===== config.mk =====
export PLATFORM = sky130hd
export DESIGN_NAME = rpcd_grant_mux
export DESIGN_NICKNAME = d
export VERILOG_FILES = /design/src/rtl/rpcd_pkg.sv /design/src/rtl/rpcd_grant_mux.sv
export SDC_FILE = /design/constraint.sdc
export NUM_CORES = 1
export LEC_CHECK = 0
export CAP_MARGIN = 20
export CELL_PAD_IN_SITES_DETAIL_PLACEMENT = 2
export CELL_PAD_IN_SITES_GLOBAL_PLACEMENT = 2
export CORE_AREA = 4 4 261 263
export DETAILED_ROUTE_END_ITERATION = 12
export DIE_AREA = 0 0 265 267
export GPL_TIMING_DRIVEN = 1
export PLACE_DENSITY = 0.58
export SYNTH_ARGS = -nofsm -noshare
export SYNTH_HDL_FRONTEND = slang
export SYNTH_SLANG_ARGS = --single-unit

===== constraint.sdc =====
create_clock -name CLK -period 5.5 [get_ports CLK]
set_clock_uncertainty 0.05 [all_clocks]
set_input_delay 1.65 -clock CLK [delete_from_list [all_inputs] [get_ports CLK]]
set_output_delay 1.65 -clock CLK [all_outputs]
set_load 0.1 [all_outputs]

===== src/rtl/rpcd_pkg.sv =====
// rpcd_pkg: shared channel geometry, grant-mux state encoding and helpers
// for the rpcd arbiter slice.
package rpcd_pkg;

    localparam int NCH = 8;
    localparam int CHW = 3;

    typedef enum logic [1:0] {IDLE, ISSUE, WAIT_RSP} rpcd_gm_state_t;

    function automatic logic [NCH-1:0] onehot8(input logic [CHW-1:0] idx);
        logic [NCH-1:0] r_v;
        r_v = '0;
        r_v[idx] = 1'b1;
        return r_v;
    endfunction

endpackage


===== src/rtl/rpcd_grant_mux.sv =====
// rpcd_grant_mux: captures the rpcd arbiter's winning request, issues it on one
// shared valid/ready port and routes completion/response back to its channel.
module rpcd_grant_mux
    import rpcd_pkg::*;
#(
    parameter int DW     = 64,
    parameter int RW     = 32,
    parameter bit RSP_EN = 1'b1,
    parameter int TMO    = 255
) (
    input  logic              CLK,
    input  logic              RST,
    input  logic [NCH-1:0]    REQ,
    input  logic [NCH*DW-1:0] DIN,
    input  logic [CHW-1:0]    CSEL,
    output logic              ARB_ENA,
    output logic [NCH-1:0]    ACK,
    output logic              OUT_VALID,
    output logic [DW-1:0]     OUT_DATA,
    output logic [CHW-1:0]    OUT_CHAN,
    input  logic              OUT_READY,
    input  logic              RSP_VALID,
    input  logic [RW-1:0]     RSP_DATA,
    output logic [NCH-1:0]    DONE,
    output logic              ERR,
    output logic [RW-1:0]     RDATA
);

    localparam int CW = $clog2(TMO + 1);

    rpcd_gm_state_t r_state, w_next;
    logic [CW-1:0]  r_cnt;
    logic [DW-1:0]  r_out_data;
    logic [CHW-1:0] r_out_chan;
    logic [NCH-1:0] r_ack, r_done;
    logic           r_err;
    logic [RW-1:0]  r_rdata;
    logic           w_accept, w_rsp, w_tmo, w_fin;

    // Arbiter priority only advances on an actual grant, so it freezes while busy.
    assign ARB_ENA   = (r_state == IDLE) && |REQ;
    assign OUT_VALID = (r_state == ISSUE);
    assign w_accept  = (r_state == ISSUE) && OUT_READY;
    assign w_rsp     = (r_state == WAIT_RSP) && RSP_VALID;
    assign w_tmo     = (r_state == WAIT_RSP) && !RSP_VALID && (r_cnt == CW'(TMO - 1));
    assign w_fin     = w_rsp || w_tmo || (w_accept && !RSP_EN);

    assign ACK      = r_ack;
    assign OUT_DATA = r_out_data;
    assign OUT_CHAN = r_out_chan;
    assign DONE     = r_done;
    assign ERR      = r_err;
    assign RDATA    = r_rdata;

    always_comb begin
        w_next = r_state;
        case (r_state)
            IDLE:     w_next = |REQ ? ISSUE : IDLE;
            ISSUE:    w_next = !OUT_READY ? ISSUE : (RSP_EN ? WAIT_RSP : IDLE);
            WAIT_RSP: w_next = (RSP_VALID || w_tmo) ? IDLE : WAIT_RSP;
            default:  w_next = IDLE;
        endcase
    end

    always_ff @(posedge CLK or negedge RST) begin
        if (!RST) r_state <= IDLE;
        else      r_state <= w_next;
    end

    always_ff @(posedge CLK or negedge RST) begin
        if (!RST) begin
            r_cnt      <= '0;
            r_out_data <= '0;
            r_out_chan <= '0;
            r_ack      <= '0;
            r_done     <= '0;
            r_err      <= 1'b0;
            r_rdata    <= '0;
        end else begin
            r_ack  <= ARB_ENA ? onehot8(CSEL) : '0;
            r_done <= w_fin ? onehot8(r_out_chan) : '0;
            r_err  <= w_tmo;
            r_cnt  <= (r_state == WAIT_RSP) ? r_cnt + CW'(1) : '0;
            if (ARB_ENA) begin
                r_out_data <= DIN[CSEL*DW +: DW];
                r_out_chan <= CSEL;
            end
            if (w_rsp) r_rdata <= RSP_DATA;
        end
    end

endmodule


==> key figures <==
Routing
  – Post-DRT Antenna Nets: 0
  – Via count: ~8000
  – DR WL/cell: 23.6 microns
  – Post-Route WL: between 40000 and 50000 microns
  – Via-per-instance ratio: between 3 and 4
  – Initial DRC Count: between 200 and 300
  – Drt drc: 0
  – Drt pass-1 iters: 4

Global route
  – Vias in the first global route: approximately 9500
  – Met2 GRT Util: 0.253
  – Largest net degree at the start of global routing: 73
  – Global-route wire length before repair: roughly 69000 microns
  – Gr ovfl total: 0
  – Grt peak-use layer: met2
  – Met1 Track Usage GR: 0.147
  – GRT Total Usage: 0.135
  – Grt met3 use: 0.0427
  – Initial antenna violation count: 5

Clock tree
  – H-tree level count: 4
  – Worst skew pair latency: between 0.4 and 0.5 ns
  – Post-CTS sizing: 0
  – Clk root buf: clkbuf_16
  – Inserted Clock Buffers: 17
  – Hold-fix buffers at CTS: 0
  – TritonCTS clock tree: yes
  – Clock slew at reported path FFs: approximately 0.060 ns
  – Clk buf depth: 2
  – Postcts setup bufs: 0
  – Sink Count: roughly 130

Synth
  – Post-synthesis sequential area ratio: 0.370
  – Syn Inst Count: around 530
  – Register bit total from synthesis: 126
  – Synth warn: 0
  – Mapped cell area: roughly 8500 sq um
  – Synth area leaders: dfrtp_1 37%, mux4_2 34%, mux2_2 21%, clkbuf_1 1.1%, buf_6 1.1%
  – Post-synth cell types: 30
  – Cell taking the most area after synthesis: dfrtp_1
  – Synth Net Count: 1093
  – Synth Area per Inst: around 16 sq um
  – Post-synth EDFFs: 0
  – Post-synth top area share: 0.370
  – Ys async rst share: 1.00
  – Ys flop type: dfrtp_1

Finish
  – Most common cell after layout, fill and taps aside: clkdlybuf4s50_1
  – Post-route cell area: between 15000 and 20000 sq um
  – Most frequent cells in the layout: 671 x clkdlybuf4s50_1, 162 x mux2_2, 128 x mux4_2
  – Fill count: between 7000 and 8000
  – Area grow syn2layout: 97.7%
  – Fin nets: around 1800
  – Layout cells sized above 1: 0.284

Floorplanning
  – Ports: a little under 700
  – Die Y: between 200 and 300 microns
  – Die footprint: 70800 sq um
  – Starting Density: 0.130
  – Placeable Area: about 66000 sq um
  – # rows: 94
  – Width of the die: 265 microns

STA
  – RSZ-0062 raised after global routing: no
  – Fmax: between 200 and 250 MHz
  – Total Neg Setup Slack: 0 ns
  – Fin crit share: 0.842
  – Period minus WS final: about 4.6 ns
  – Fin Hold WS: between 0.4 and 0.5 ns
  – Slew of the pin with the lowest slew margin: between 1 and 1.5 ns
  – Final hold vios: 0
  – Slew Limit Headroom: 0.237
  – Max Slew Vio Count: 0
  – Setup violators final: 0

Hold path
  – Hold Path Class: flip-flop to flip-flop

Power and ir drop
  – PwrDens: about 480 nW/um^2
  – Leakage power total: roughly 6.1 nW
  – VDD IR max: about 0.00021 V

Worst setup path
  – Crit path capture type: primary output
  – Worst Path Required: ~3.8 ns
  – Critical path class: input pin to primary output
  – Crit path max fanout: 2
  – CP arrival: slightly below 3 ns
  – CP startpoint kind: input pin

Place
  – Detailed placement HPWL: 40000 microns
  – Port bufs: 676
  – Final GP Congestion: a little over 0.8
  – Area post-placement: about 16000 sq um

Outcome
  – Outcome: complete, no violations

Run
  – Maxcap violations: 0
## critical path, stage by stage
cell and delay (ns):
clkdlybuf4s50_1 0.40, nor4_1 0.36, a211o_1 0.22, clkinv_2 0.11, buf_12 0.18
## power breakdown
group,switching (W),leakage [nW],internal [W]
sequential,0.000229,1.54,0.00133
combinational,0.00376,4.32,0.00165
clock,0.000513,0.286,0.000672
## routing by layer
metal | vias to the layer above | share of wire
met4 | 4 | 0.013
met2 | 341 | 0.55
met1 | 4095 | 0.37
met5 | - | 0.00043
li1 | 3495 | -
met3 | 33 | 0.071
## state kept, by name (all words and copies together) (netlist names)
| register | flops |
|---|---|
| ACK | 8 |
| r_state | 2 |
| RDATA | 32 |
| r_cnt | 8 |
| DONE | 8 |
| ERR | 1 |
| OUT_CHAN | 3 |
| OUT_DATA | 64 |
## per-stage QoR
step | utilization | power [W] | cells | worst slack (ns)
floorplan | - | 0.00534 | 532 | 0.867
global placement | 0.248 | 0.00701 | 2035 | 0.890
detailed placement | 0.248 | 0.00707 | 2035 | 0.865
CTS | 0.257 | 0.00833 | 2066 | 0.860
global route | 0.257 | 0.00850 | 2067 | 0.806
finish | 0.257 | 0.00816 | 2067 | 0.869
## synthesized netlist by cell type, types with 2 or more instances
cell and number:
mux2_2 162, a21oi_1 2, nand4_1 2, inv_1 6
nor3_1 5, nand2b_1 4, ha_1 2, xor2_1 2
mux2i_1 2, mux4_2 128, buf_6 8, or3_1 2
buf_2 11, buf_1 5, o21ai_0 2, nand3_1 4
nor4_1 6, nand2_1 5, clkbuf_1 26, nor2_1 7
nor4b_1 6, dfrtp_1 126, and3_1 2
## area by class of cell
| class | count | area, sq um | share of cell area |
|---|---|---|---|
| multi-input cells | 350 | 5090 | 0.302 |
| repair buffers | 689 | 6920 | 0.410 |
| flip-flops and latches | 126 | 3150 | 0.187 |
| diodes | 1 | 2.50 | 0.000148 |
| clock inverters | 14 | 159 | 0.00943 |
| inverters | 6 | 23.8 | 0.00141 |
| well taps | 864 | 1080 | 0.0641 |
| clock buffers | 17 | 425 | 0.0252 |
## worst paths after layout
check,start,to,slack [ns],cells past startpoint
worst max-delay path,REQ[5],ARB_ENA,0.87,5
worst min-delay path,RDATA[8]$_DFFE_PN0P_,RDATA[8]$_DFFE_PN0P_,0.45,1
max in group asynchronous,RST,ACK[5]$_DFF_PN0_,3.39,2
min in group asynchronous,RST,ACK[1]$_DFF_PN0_,1.08,1
worst min register to register,RDATA[8]$_DFFE_PN0P_,RDATA[8]$_DFFE_PN0P_,0.45,1
worst max register to register,r_state[1]$_DFF_PN0_,OUT_DATA[14]$_DFFE_PN0P_,3.03,5
## logic make-up after synthesis
group           Yosys count  share of synthesized area
mux                     292                      0.554
flops                   126                      0.370
buf+inv                  56                     0.0333
simple gates             45                     0.0302
compound gates            8                    0.00631
xor+xnor                  3                    0.00308
fa+ha+maj                 2                    0.00293
Power figures use the tool's default switching activity.
